[src/rtl/div16_seq_pkg.sv]
// Shared types and constants for the sequential restoring divider.
package div_pkg;

  // Default operand/result width.
  localparam int DEFAULT_WIDTH = 16;

  // Controller states: waiting for a request, or iterating one bit per cycle.
  typedef enum logic {
    IDLE = 1'b0,
    RUN  = 1'b1
  } state_e;

  // Bit counter width; it must be able to hold the value WIDTH itself.
  function automatic int cnt_width(input int width);
    return $clog2(width + 1);
  endfunction

endpackage

[src/rtl/div16_seq_step.sv]
// One restoring-division iteration: shift in the next dividend bit, then
// subtract the divisor when it fits and report the resulting quotient bit.
module div_step #(
  parameter int WIDTH = 16
) (
  input  logic [WIDTH:0]   rem_in,
  input  logic             dvd_bit,
  input  logic [WIDTH-1:0] divisor,
  output logic [WIDTH:0]   rem_out,
  output logic             q_bit
);

  logic [WIDTH:0] shifted;
  logic [WIDTH:0] dvs_ext;

  // The held remainder is always below the divisor, so its top bit is zero
  // and dropping it while shifting loses nothing.
  assign shifted = (WIDTH+1)'({rem_in, dvd_bit});
  assign dvs_ext = {1'b0, divisor};

  // Compare and conditionally subtract at WIDTH+1 bits.
  always_comb begin
    q_bit   = (shifted >= dvs_ext);
    rem_out = q_bit ? (shifted - dvs_ext) : shifted;
  end

endmodule

[src/rtl/div16_seq.sv]
// Sequential unsigned divider: radix-2 restoring algorithm, one quotient bit
// per clock, with a start/busy/done handshake and held result registers.
module div16_seq
  import div_pkg::*;
#(
  parameter int WIDTH = DEFAULT_WIDTH
) (
  input  logic             clk,
  input  logic             rst_n,
  input  logic             start,
  input  logic [WIDTH-1:0] dividend,
  input  logic [WIDTH-1:0] divisor,
  output logic             busy,
  output logic             done,
  output logic [WIDTH-1:0] quotient,
  output logic [WIDTH-1:0] remainder,
  output logic             div_by_zero
);

  localparam int CW = cnt_width(WIDTH);

  state_e           state_q, state_d;
  logic [CW-1:0]    cnt_q, cnt_d;
  logic [WIDTH-1:0] dvd_q, dvd_d;
  logic [WIDTH-1:0] dvs_q, dvs_d;
  logic [WIDTH:0]   rem_q, rem_d;
  logic [WIDTH-1:0] quo_q, quo_d;
  logic             busy_q, busy_d;
  logic             done_q, done_d;
  logic [WIDTH-1:0] quotient_q, quotient_d;
  logic [WIDTH-1:0] remainder_q, remainder_d;
  logic             dbz_q, dbz_d;

  logic [WIDTH:0]   step_rem;
  logic             step_q;

  div_step #(.WIDTH(WIDTH)) u_step (
    .rem_in  (rem_q),
    .dvd_bit (dvd_q[WIDTH-1]),
    .divisor (dvs_q),
    .rem_out (step_rem),
    .q_bit   (step_q)
  );

  // Next-state logic: accept requests in IDLE, iterate in RUN, publish results
  // only on the final iteration (or immediately for a zero divisor).
  always_comb begin
    state_d     = state_q;
    cnt_d       = cnt_q;
    dvd_d       = dvd_q;
    dvs_d       = dvs_q;
    rem_d       = rem_q;
    quo_d       = quo_q;
    busy_d      = busy_q;
    done_d      = 1'b0;
    quotient_d  = quotient_q;
    remainder_d = remainder_q;
    dbz_d       = dbz_q;
    case (state_q)
      IDLE: begin
        if (start) begin
          if (divisor != '0) begin
            dvd_d   = dividend;
            dvs_d   = divisor;
            rem_d   = '0;
            quo_d   = '0;
            cnt_d   = CW'(WIDTH);
            busy_d  = 1'b1;
            state_d = RUN;
          end else begin
            // Zero divisor: answer at once with the conventional saturated result.
            quotient_d  = '1;
            remainder_d = dividend;
            dbz_d       = 1'b1;
            done_d      = 1'b1;
          end
        end
      end
      RUN: begin
        dvd_d = dvd_q << 1;
        rem_d = step_rem;
        quo_d = {quo_q[WIDTH-2:0], step_q};
        cnt_d = cnt_q - 1'b1;
        if (cnt_q == CW'(1)) begin
          quotient_d  = quo_d;
          remainder_d = step_rem[WIDTH-1:0];
          dbz_d       = 1'b0;
          done_d      = 1'b1;
          busy_d      = 1'b0;
          state_d     = IDLE;
        end
      end
      default: state_d = IDLE;
    endcase
  end

  // State and output registers; reset aborts any operation without a done pulse.
  always_ff @(posedge clk or negedge rst_n) begin
    if (!rst_n) begin
      state_q     <= IDLE;
      cnt_q       <= '0;
      dvd_q       <= '0;
      dvs_q       <= '0;
      rem_q       <= '0;
      quo_q       <= '0;
      busy_q      <= 1'b0;
      done_q      <= 1'b0;
      quotient_q  <= '0;
      remainder_q <= '0;
      dbz_q       <= 1'b0;
    end else begin
      state_q     <= state_d;
      cnt_q       <= cnt_d;
      dvd_q       <= dvd_d;
      dvs_q       <= dvs_d;
      rem_q       <= rem_d;
      quo_q       <= quo_d;
      busy_q      <= busy_d;
      done_q      <= done_d;
      quotient_q  <= quotient_d;
      remainder_q <= remainder_d;
      dbz_q       <= dbz_d;
    end
  end

  assign busy        = busy_q;
  assign done        = done_q;
  assign quotient    = quotient_q;
  assign remainder   = remainder_q;
  assign div_by_zero = dbz_q;

endmodule

[config.mk]
export PLATFORM = sky130hd
export DESIGN_NAME = div16_seq
export DESIGN_NICKNAME = d
export VERILOG_FILES = /design/src/rtl/div16_seq_pkg.sv /design/src/rtl/div16_seq_step.sv /design/src/rtl/div16_seq.sv
export SDC_FILE = /design/constraint.sdc
export NUM_CORES = 1
export LEC_CHECK = 0
export BUFFER_PORTS_ARGS = -buffer_cell sky130_fd_sc_hd__buf_2
export CAP_MARGIN = 20
export CORE_UTILIZATION = 60
export CTS_BUF_LIST = sky130_fd_sc_hd__clkbuf_8
export CTS_CLUSTER_SIZE = 40
export DETAILED_ROUTE_END_ITERATION = 12
export HOLD_SLACK_MARGIN = 0.15
export PLACE_DENSITY = 0.91
export SLEW_MARGIN = 10
export SYNTH_ARGS = -nofsm -noshare
export SYNTH_HDL_FRONTEND = slang
export SYNTH_HIERARCHICAL = 1
export SYNTH_SLANG_ARGS = --single-unit
[constraint.sdc]
create_clock -name clk -period 3.76 [get_ports clk]
set_input_delay 0.376 -clock clk [delete_from_list [all_inputs] [get_ports clk]]
set_output_delay 0.376 -clock clk [all_outputs]
set_load 0.005 [all_outputs]
==> results.md, run 1 <==
- R2R Setup Slk: 0.42 ns
- RSZ-0062 raised after global routing: no
- Fin. Hold Viols: 0
- RR Startpoint: rem_q[5]
- Clock Skew: 0.01635 ns
- Initial core utilization: 61.89%
- Cells after DPL: 620
- Worst reg2reg path endpoint: remainder[5]
- CTS tree: done
- Post-CTS sizing: 0
- Count of final setup violators: 0
- Clock transition at path regs: approximately 0.12 ns
- Die Span Y: slightly below 100 µm
- CP peak stage delay: around 0.42 ns
- WHS: roughly 0.22 ns
- Pre-antenna DRT Iters: 4
- Cell Rows: 34
- First-pass GRT wire length: between 15,000 and 20,000 µm
- WP data required: between 4 and 5 ns
- Die Wd: 96.85 µm
- Syn Area/Cell: 11.68 µm²
- Crit-path cells: ha_1 > a211oi_2 > o21bai_2 > nor4_2 > o31ai_2 > o31ai_4 > buf_12 > mux2_2 > mux2_1 > mux2_1
- Worst-skew pair later-pin latency: 0.39 ns
- Initial DRC count: between 150 and 200
- DP HPWL: a little over 8000 µm
- Layout cells sized above 1: between 20% and 30%
- Root Buffer: clkbuf_8
- Worst VDD drop: 0.5637 mV
- Areal power density over the cells: between 1000 and 1500 mW/mm²
- Slew margin rel.: a little under half
- Mapped Cells: 462
- Clock sink total: between 100 and 150
- Critical Path Most Common Cell: mux2_1
- Critical path endpoint category: flop
- Achievable frequency: 0.2990 GHz
- Worst setup SP type: flop
- TNS Setup: 0 ns
- Post-layout util: 69.61%
- Max-cap violations: 0
- Syn_nets: between 500 and 600
- Area Overhead vs Synth: 12.47%
- CTS max path bufs: 2
- Area of the die: around 0.0094 mm²
- Wire per inst: 18.51 µm
- Routed Antenna Nets: 0
- CORE AREA: 0.008721 mm²
- Ant. Diodes: 0
- Synthesis Warnings: 6
- Fin crit period: between 3 and 4 ns
- Routability cong.: 0.8847
- Worst min path class: input port to flop
- Final Max Slew Viols: 0
- Synth Cell Area: between 0.005 and 0.006 mm²
- Worst-case reg-to-reg path depth: 10
- GRT Total Usage: between 20% and 30%
- Number of remaining DRC errors: 0
- Slew @ Worst Pin: about 0.8 ns
- Non-Filler Instances: approximately 640
- Critical Path AT: roughly 3.6 ns
- Hold depth: 2
- Critical-path top delay cell: dfrtp_1
- Vias/cell: approximately 6.0
- Worst hold path startpoint: divisor[2]
- Via count: ~3.8k
- Final wirelength: about 12,000 µm
- Htree depth: 3
- Antenna violations before repair: 0
- Vias in the first global route: around 3.9k
- GRT overflow: 0
- Setup CP Type: flop to flop
- I/O pin count: 70
- Crit-path max FO: 12
- Buffers added on ports: between 60 and 70
- Hold endpoint: dvs_q[2]
- Nets: between 500 and 600
- LEAKAGE: ~2.8 nW
- Largest net degree at the start of global routing: between 60 and 70
- Num CTS Buffers: 9
- Status: complete, no violations
- Final worst path period share: approximately nine tenths
[registers in the layout, indices dropped and copies added (netlist names)]
signal and flops:
dvd_q 16, quotient 16, rem_q 16, busy 1, div_by_zero 1, done 1, quo_q 15, cnt_q 5
dvs_q 16, remainder 16, state_q 1
[through the flow]
| step | instance area (µm²) | setup slack, ns | power [W] |
|---|---|---|---|
| 2_1_floorplan | 5398 | 0.7158 | 0.005256 |
| 6_report | 6071 | 0.4150 | 0.007101 |
| 3_3_place_gp | 5824 | 0.5516 | 0.006068 |
| 5_1_grt | 6071 | 0.2850 | 0.007590 |
| 4_1_cts | 6071 | 0.4331 | 0.007105 |
| 3_5_place_dp | 5824 | 0.4473 | 0.006257 |
[worst max-delay path, delay by kind of cell (launching register included)]
family                     cells  cell delay (ns)
muxes                          3             0.97
AOI/OAI and AO/OA              4             0.95
and+or+nand+nor                1             0.30
DFF                            1             0.42
adders and majority gates      1             0.39
buffers and inverters          1             0.21
[timing repair]
action                                  in CTS  in global routing
endpoints found under the hold margin       44                  0
endpoints found under the setup margin       0                  0
buffers inserted                             0                  0
hold buffers                                 1                  0
[layout make-up]
type                            instances  area, µm²
Tap cell                              108      135.1
Multi-Input combinational cell        306       2567
Sequential cell                       104       2604
Clock buffer                            9      123.9
Clock inverter                          7      112.6
Fill cell                             636       2650
Inverter                               24      90.09
Timing Repair Buffer                   79      437.9
[worst max-delay path by stage]
stage	from	to	slack, ns
2_1_floorplan	rem_q[5]	remainder[15]	0.72
3_3_place_gp	rem_q[5]	remainder[5]	0.55
3_5_place_dp	dvs_q[6]	remainder[5]	0.45
4_1_cts	dvs_q[6]	remainder[5]	0.43
5_1_grt	dvs_q[6]	remainder[5]	0.28
6_report	rem_q[5]	remainder[5]	0.42
[routing by layer]
| metal | GRT usage [%] | vias up | share of wire, % |
|---|---|---|---|
| li1 | - | 1793 | - |
| met4 | 8.611 | 0 | 2.3 |
| met1 | 32.34 | 1928 | 43 |
| met3 | 5.925 | 22 | 3.7 |
| met5 | 0 | - | 0 |
| met2 | 45.18 | 97 | 51 |
[report_power, final]
| group | internal [W] | total (W) | leakage (nW) | switching, W |
|---|---|---|---|---|
| Sequential | 0.00170 | 0.00210 | 1.25 | 0.000402 |
| Combinational | 0.00225 | 0.00421 | 1.47 | 0.00196 |
| Clock | 0.000337 | 0.000785 | 0.115 | 0.000448 |
| Total | 0.00429 | 0.00710 | 2.83 | 0.00282 |
[cell usage in the layout, fill, tap and decap left out, types with 8 or more instances in the layout]
master	instances
mux2_1	38
a21oi_1	39
buf_4	9
ha_1	18
nor2b_1	20
dfrtp_1	103
nor2_1	8
xnor2_1	8
a22o_1	33
inv_1	23
buf_2	68
mux2_4	15
o22a_1	17
nand2_1	28
clkbuf_8	9
mux2_2	9
Note: power is estimated with default switching activity, not from simulation.
==> run 2, diff against run 1 <==
--- a/config.mk
+++ b/config.mk
@@ -7,12 +7,12 @@
 export LEC_CHECK = 0
 export BUFFER_PORTS_ARGS = -buffer_cell sky130_fd_sc_hd__buf_2
 export CAP_MARGIN = 20
-export CORE_UTILIZATION = 60
+export CORE_UTILIZATION = 50
 export CTS_BUF_LIST = sky130_fd_sc_hd__clkbuf_8
 export CTS_CLUSTER_SIZE = 40
 export DETAILED_ROUTE_END_ITERATION = 12
 export HOLD_SLACK_MARGIN = 0.15
-export PLACE_DENSITY = 0.91
+export PLACE_DENSITY = 0.7
 export SLEW_MARGIN = 10
 export SYNTH_ARGS = -nofsm -noshare
 export SYNTH_HDL_FRONTEND = slang
==> results.md, run 2 (synthesis results as in run 1) <==
- GRT Total Usage: between 20% and 30%
- First-pass GRT wire length: approximately 19,000 µm
- Slew @ Worst Pin: roughly 0.87 ns
- Wire per inst: between 15 and 20 µm
- Commonest non-fill, non-tap cell in the layout: dfrtp_1
- Area of the die: about 0.011 mm²
- Cells after DPL: 648
- Fillers: ~900
- Met1 usage: 27.72%
- Crit-path cells: inv_1 > ha_1 > a211oi_2 > o21bai_2 > nor4_2 > o31ai_2 > o31ai_4 > buf_4 > mux2_2 > mux2_1 > mux2_1
- Clock sink total: about 100
- Logic pwr share: roughly three fifths
- Worst hold path startpoint: divisor[2]
- Register Area: 0.002604 mm²
- Cell Rows: 37
- Number of remaining DRC errors: 0
- Die Span Y: about 110 µm
- Layout cells sized above 1: 25.90%
- Worst-skew pair later-pin latency: around 0.38 ns
- Hold endpoint: dvs_q[2]
- Via count: between 3k and 4k
- Achievable frequency: ~0.31 GHz
- Critical Path Most Common Cell: mux2_1
- Critical Path AT: ~3.5 ns
- Clock Skew: roughly 0.013 ns
- Htree depth: 3
- Max-cap violations: 0
- LEAKAGE: between 2 and 3 nW
- Clock share of power: between 10 and 15%
- Count of final setup violators: 0
- DP HPWL: about 8000 µm
- Num CTS Buffers: 9
- Buf+Inv Stages, Crit Path: 2
- Crit-path max FO: 17
- Routed Antenna Nets: 0
- Initial DRC count: around 150
- Non-Filler Instances: between 600 and 700
- Ant. Diodes: 0
- Areal power density over the cells: ~1100 mW/mm²
- R2R Setup Slk: roughly 0.54 ns
- RR Startpoint: dvs_q[6]
- Worst reg2reg path endpoint: remainder[9]
- Critical-path top delay cell: ha_1
- Setup CP Type: flop to flop
- Final worst path period share: 85.74%
- Worst VDD drop: 0.6021 mV
- GRT overflow: 0
- CORE AREA: roughly 0.010 mm²
- CTS tree: done
- Busiest layer in global routing: met2
- Net Sw Power: 0.002674 W
- Die Wd: ~110 µm
- Vias in the first global route: 3,915
- Met3 usage: 5.395%
- Worst setup SP type: flop
- Worst min path class: input port to flop
- Post-CTS sizing: 0
- Slew margin rel.: a little over two fifths
- Fin. Hold Viols: 0
- Worst-case reg-to-reg path depth: 11
- Status: complete, no violations
- Initial core utilization: between 50% and 60%
- CTS max path bufs: 2
- TNS Setup: 0 ns
- Final wirelength: ~11,000 µm
- Critical path endpoint category: flop
- Largest net degree at the start of global routing: 87
- Routability cong.: about 0.82
- I/O pin count: 70
- WP data required: a little over 4 ns
- Nets: 578
- Clock transition at path regs: ~0.11 ns
- Fin crit period: 3.224 ns
- Final Max Slew Viols: 0
- Area Overhead vs Synth: 12.61%
- Sw Ratio: between 30% and 40%
- Root Buffer: clkbuf_8
- Vias/cell: 5.595
- Buffers added on ports: 69
- Pint: 0.004235 W
- Flop pwr share: 29.9%
- Hold depth: 2
- Met2 usage in global routing: 36.23%
- RSZ-0062 raised after global routing: no
- Footprint of the multi-input gates: roughly 0.0026 mm²
- Commonest cells after routing, fill and taps aside: 103 x dfrtp_1, 68 x buf_2, 39 x a21oi_1, 38 x mux2_1, 33 x a22o_1
- Pre-antenna DRT Iters: 4
- CP peak stage delay: around 0.39 ns
- Antenna violations before repair: 0
- Delay-heaviest family, CP: multiplexers
## run 2: metrics by stage
step | cell area, µm² | total power [W] | utilization (%) | setup slack (ns) | hold WS (ns)
6_report | 6078 | 0.006910 | 58.35 | 0.5363 | 0.2215
5_1_grt | 6078 | 0.007506 | 58.35 | 0.3229 | 0.1988
4_1_cts | 6078 | 0.006966 | 58.35 | 0.5310 | 0.2114
3_5_place_dp | 5847 | 0.006179 | 56.13 | 0.5505 | 0.4751
3_3_place_gp | 5847 | 0.006093 | 56.13 | 0.6154 | 0.4633
2_1_floorplan | 5398 | 0.005256 | - | 0.7158 | 0.08041
## run 2: cell type report
cell class	count	share of cell area (%)
Sequential cell	104	42.84
Clock inverter	7	1.606
Tap cell	136	2.800
Inverter	24	1.482
Timing Repair Buffer	79	6.999
Multi-Input combinational cell	306	42.24
Clock buffer	9	2.038
## run 2: power groups by stage
stage / logic, W / clock network, W / registers [W]
CTS: 0.00412 / 0.000777 / 0.00207
finish: 0.00409 / 0.000752 / 0.00207
global route: 0.00456 / 0.000815 / 0.00213
floorplan: 0.00325 / 0 / 0.00201
detailed placement: 0.00409 / 0 / 0.00209
global placement: 0.00401 / 0 / 0.00208
## run 2: worst max path at each step
stage,from,end,slack [ns],cells after the start
6_report,dvs_q[6],remainder[9],0.54,11
5_1_grt,dvs_q[7],remainder[10],0.32,11
4_1_cts,dvs_q[6],remainder[2],0.53,11
3_5_place_dp,dvs_q[6],remainder[10],0.55,11
3_3_place_gp,dvs_q[6],remainder[5],0.62,11
2_1_floorplan,rem_q[5],remainder[15],0.72,10
## run 2: timing repair
action                     CTS  global route
buffers inserted             0             0
hold buffers                 1             0
setup endpoints to repair    0             0
hold endpoints to repair    66             0
## run 2: metal layers
layer | vias to the layer above | wire length [µm]
met3 | 18 | 390
met5 | - | 0
met4 | 0 | 255
li1 | 1796 | -
met2 | 67 | 5568
met1 | 1840 | 5004
==> run 3, diff against run 2 <==
--- a/config.mk
+++ b/config.mk
@@ -5,6 +5,7 @@
 export SDC_FILE = /design/constraint.sdc
 export NUM_CORES = 1
 export LEC_CHECK = 0
+export ABC_AREA = 1
 export BUFFER_PORTS_ARGS = -buffer_cell sky130_fd_sc_hd__buf_2
 export CAP_MARGIN = 20
 export CORE_UTILIZATION = 50
==> constraint.sdc (replaced) <==
create_clock -name clk -period 3.76 [get_ports clk]
set_input_delay 0.752 -clock clk [delete_from_list [all_inputs] [get_ports clk]]
set_output_delay 0.752 -clock clk [all_outputs]
set_load 0.005 [all_outputs]
==> results.md, run 3 <==
- CTS max path bufs: 2
- Pre-antenna DRT Iters: 9
- Logic pwr share: around 60%
- Crit-path cells: ha_1 > nand2_1 > inv_1 > nand4_1 > nor2_2 > nor2_2 > nand2_4 > inv_4 > nand2_1 > nand2_1 > nand2_1 > o21ai_0 > nand2_1 > nand2_1
- Worst setup SP type: flop
- GRT overflow: 0
- Final Max Slew Viols: 0
- Wire per inst: approximately 14 µm
- Met2 usage in global routing: around 43%
- Antenna violations before repair: 0
- CP Depth: 14
- Worst-case reg-to-reg path depth: 14
- CORE AREA: approximately 0.012 mm²
- Busiest layer in global routing: met2
- Num CTS Buffers: 9
- Layout cells sized above 1: between 10% and 20%
- Critical Path Most Common Cell: nand2_1
- Number of remaining DRC errors: 5
- First-pass GRT wire length: about 25,000 µm
- CP peak stage delay: about 0.43 ns
- Slew margin rel.: 39.41%
- TNS Setup: 0 ns
- Htree depth: 3
- Achievable frequency: ~0.44 GHz
- Critical Path AT: between 2 and 3 ns
- Die Span Y: ~110 µm
- GRT Total Usage: about a quarter
- Setup CP Type: flop to flop
- Clock sink total: approximately 100
- Clock Skew: ~0.0094 ns
- Violated checks: design-rule violations
- Die Wd: 111.4 µm
- Sw Ratio: between 40% and 50%
- RSZ-0062 raised after global routing: no
- Critical-path top delay cell: dfrtp_1
- Syn Area/Cell: ~7.4 µm²
- Initial DRC count: 322
- Post-CTS Setup Inserts: 0
- Synthesis Warnings: 6
- Via count: roughly 5.3k
- Area Overhead vs Synth: 8.610%
- Delay-heaviest family, CP: simple AND/OR/NAND/NOR gates
- Worst-skew pair later-pin latency: 0.39 ns
- Pwr Total: 0.006639 W
- Fin crit period: around 2.3 ns
- Area of the die: between 0.01 and 0.015 mm²
- Status: finished with violations
- Areal power density over the cells: 1021 mW/mm²
- Nets: 918
- Final wirelength: around 15,000 µm
- Crit-path max FO: 20
- Synth Cell Area: 0.005987 mm²
- WP data required: slightly above 4 ns
- I/O pin count: 70
- Met1 usage: between 30% and 40%
- Vias/cell: 5.224
- Largest net degree at the start of global routing: 73
- Ant. Diodes: 0
- Worst min path class: input port to async pin
- Routability cong.: approximately 0.85
- Routed Antenna Nets: 0
- Buf+Inv Stages, Crit Path: 2
- Final worst path period share: 60.84%
- Clock transition at path regs: 0.10 ns
- Root Buffer: clkbuf_8
- Initial core utilization: a little over 50%
- Hold bufs inserted after CTS: 0
- Max-cap violations: 0
- Non-Filler Instances: about 1.0k
- Flop pwr share: between 30% and 40%
- Cells after DPL: 996
- Met3 usage: 5.770%
- Cell Rows: 39
- Worst VDD drop: 0.5551 mV
- Buffers added on ports: between 60 and 70
- Commonest cells after routing, fill and taps aside: 346 x nand2_1, 104 x dfrtp_1, 103 x nand3_1, 70 x inv_1, 68 x buf_2
- Critical path endpoint category: flop
- Post-CTS sizing: 0
- Commonest non-fill, non-tap cell in the layout: nand2_1
- Mapped Cells: 813
- DP HPWL: between 10,000 and 15,000 µm
- WHS: 0.4691 ns
- Pint: between 0.003 and 0.004 W
- Vias in the first global route: about 5.1k
- Clock share of power: between 10 and 15%
- Syn_nets: 867
- LEAKAGE: about 3.7 nW
- Net Sw Power: 0.003241 W
- Fin. Hold Viols: 0
- CTS tree: done
- Count of final setup violators: 0
- Slew @ Worst Pin: between 0.9 and 1 ns
-- run 3: final timing paths --
check	from	to	slack, ns
setup / recovery	rem_q[1]	remainder[14]	1.47
hold / removal	rst_n	dvs_q[13]	0.47
setup reg to reg	rem_q[1]	remainder[14]	1.47
hold reg to reg	dvs_q[2]	dvs_q[2]	0.49
max in group asynchronous	rst_n	rem_q[2]	2.46
min in group clk	dvs_q[2]	dvs_q[2]	0.49
-- run 3: stage by stage --
step,utilization [%],worst slack (ns),cell area [µm²]
finish,56.23,1.472,6502
floorplan,-,1.817,5987
CTS,56.23,1.477,6502
global placement,54.65,1.319,6320
detailed placement,54.65,1.270,6320
global route,56.23,1.176,6502
-- run 3: cell type report --
| cell class | count | area (µm²) |
|---|---|---|
| clock inverters | 6 | 45.04 |
| well taps | 143 | 178.9 |
| fillers | 1152 | 5062 |
| flip-flops and latches | 104 | 2603 |
| clock buffers | 10 | 137.6 |
| multi-input cells | 601 | 2867 |
| inverters | 73 | 279.0 |
| repair buffers | 75 | 392.9 |
-- run 3: metal layers --
layer  vias to the layer above  part of all wire, %
met2                       113                   49
met5                         -                    0
met3                         7                  4.3
met1                      2538                   46
met4                         0                 0.71
li1                       2629                    -
-- run 3: power groups by stage --
stage	clock [W]	sequential, W	combinational (W)
2_1_floorplan	0	0.00193	0.00307
3_3_place_gp	0	0.00200	0.00388
3_5_place_dp	0	0.00201	0.00398
4_1_cts	0.000688	0.00200	0.00400
5_1_grt	0.000733	0.00205	0.00458
6_report	0.000669	0.00199	0.00398
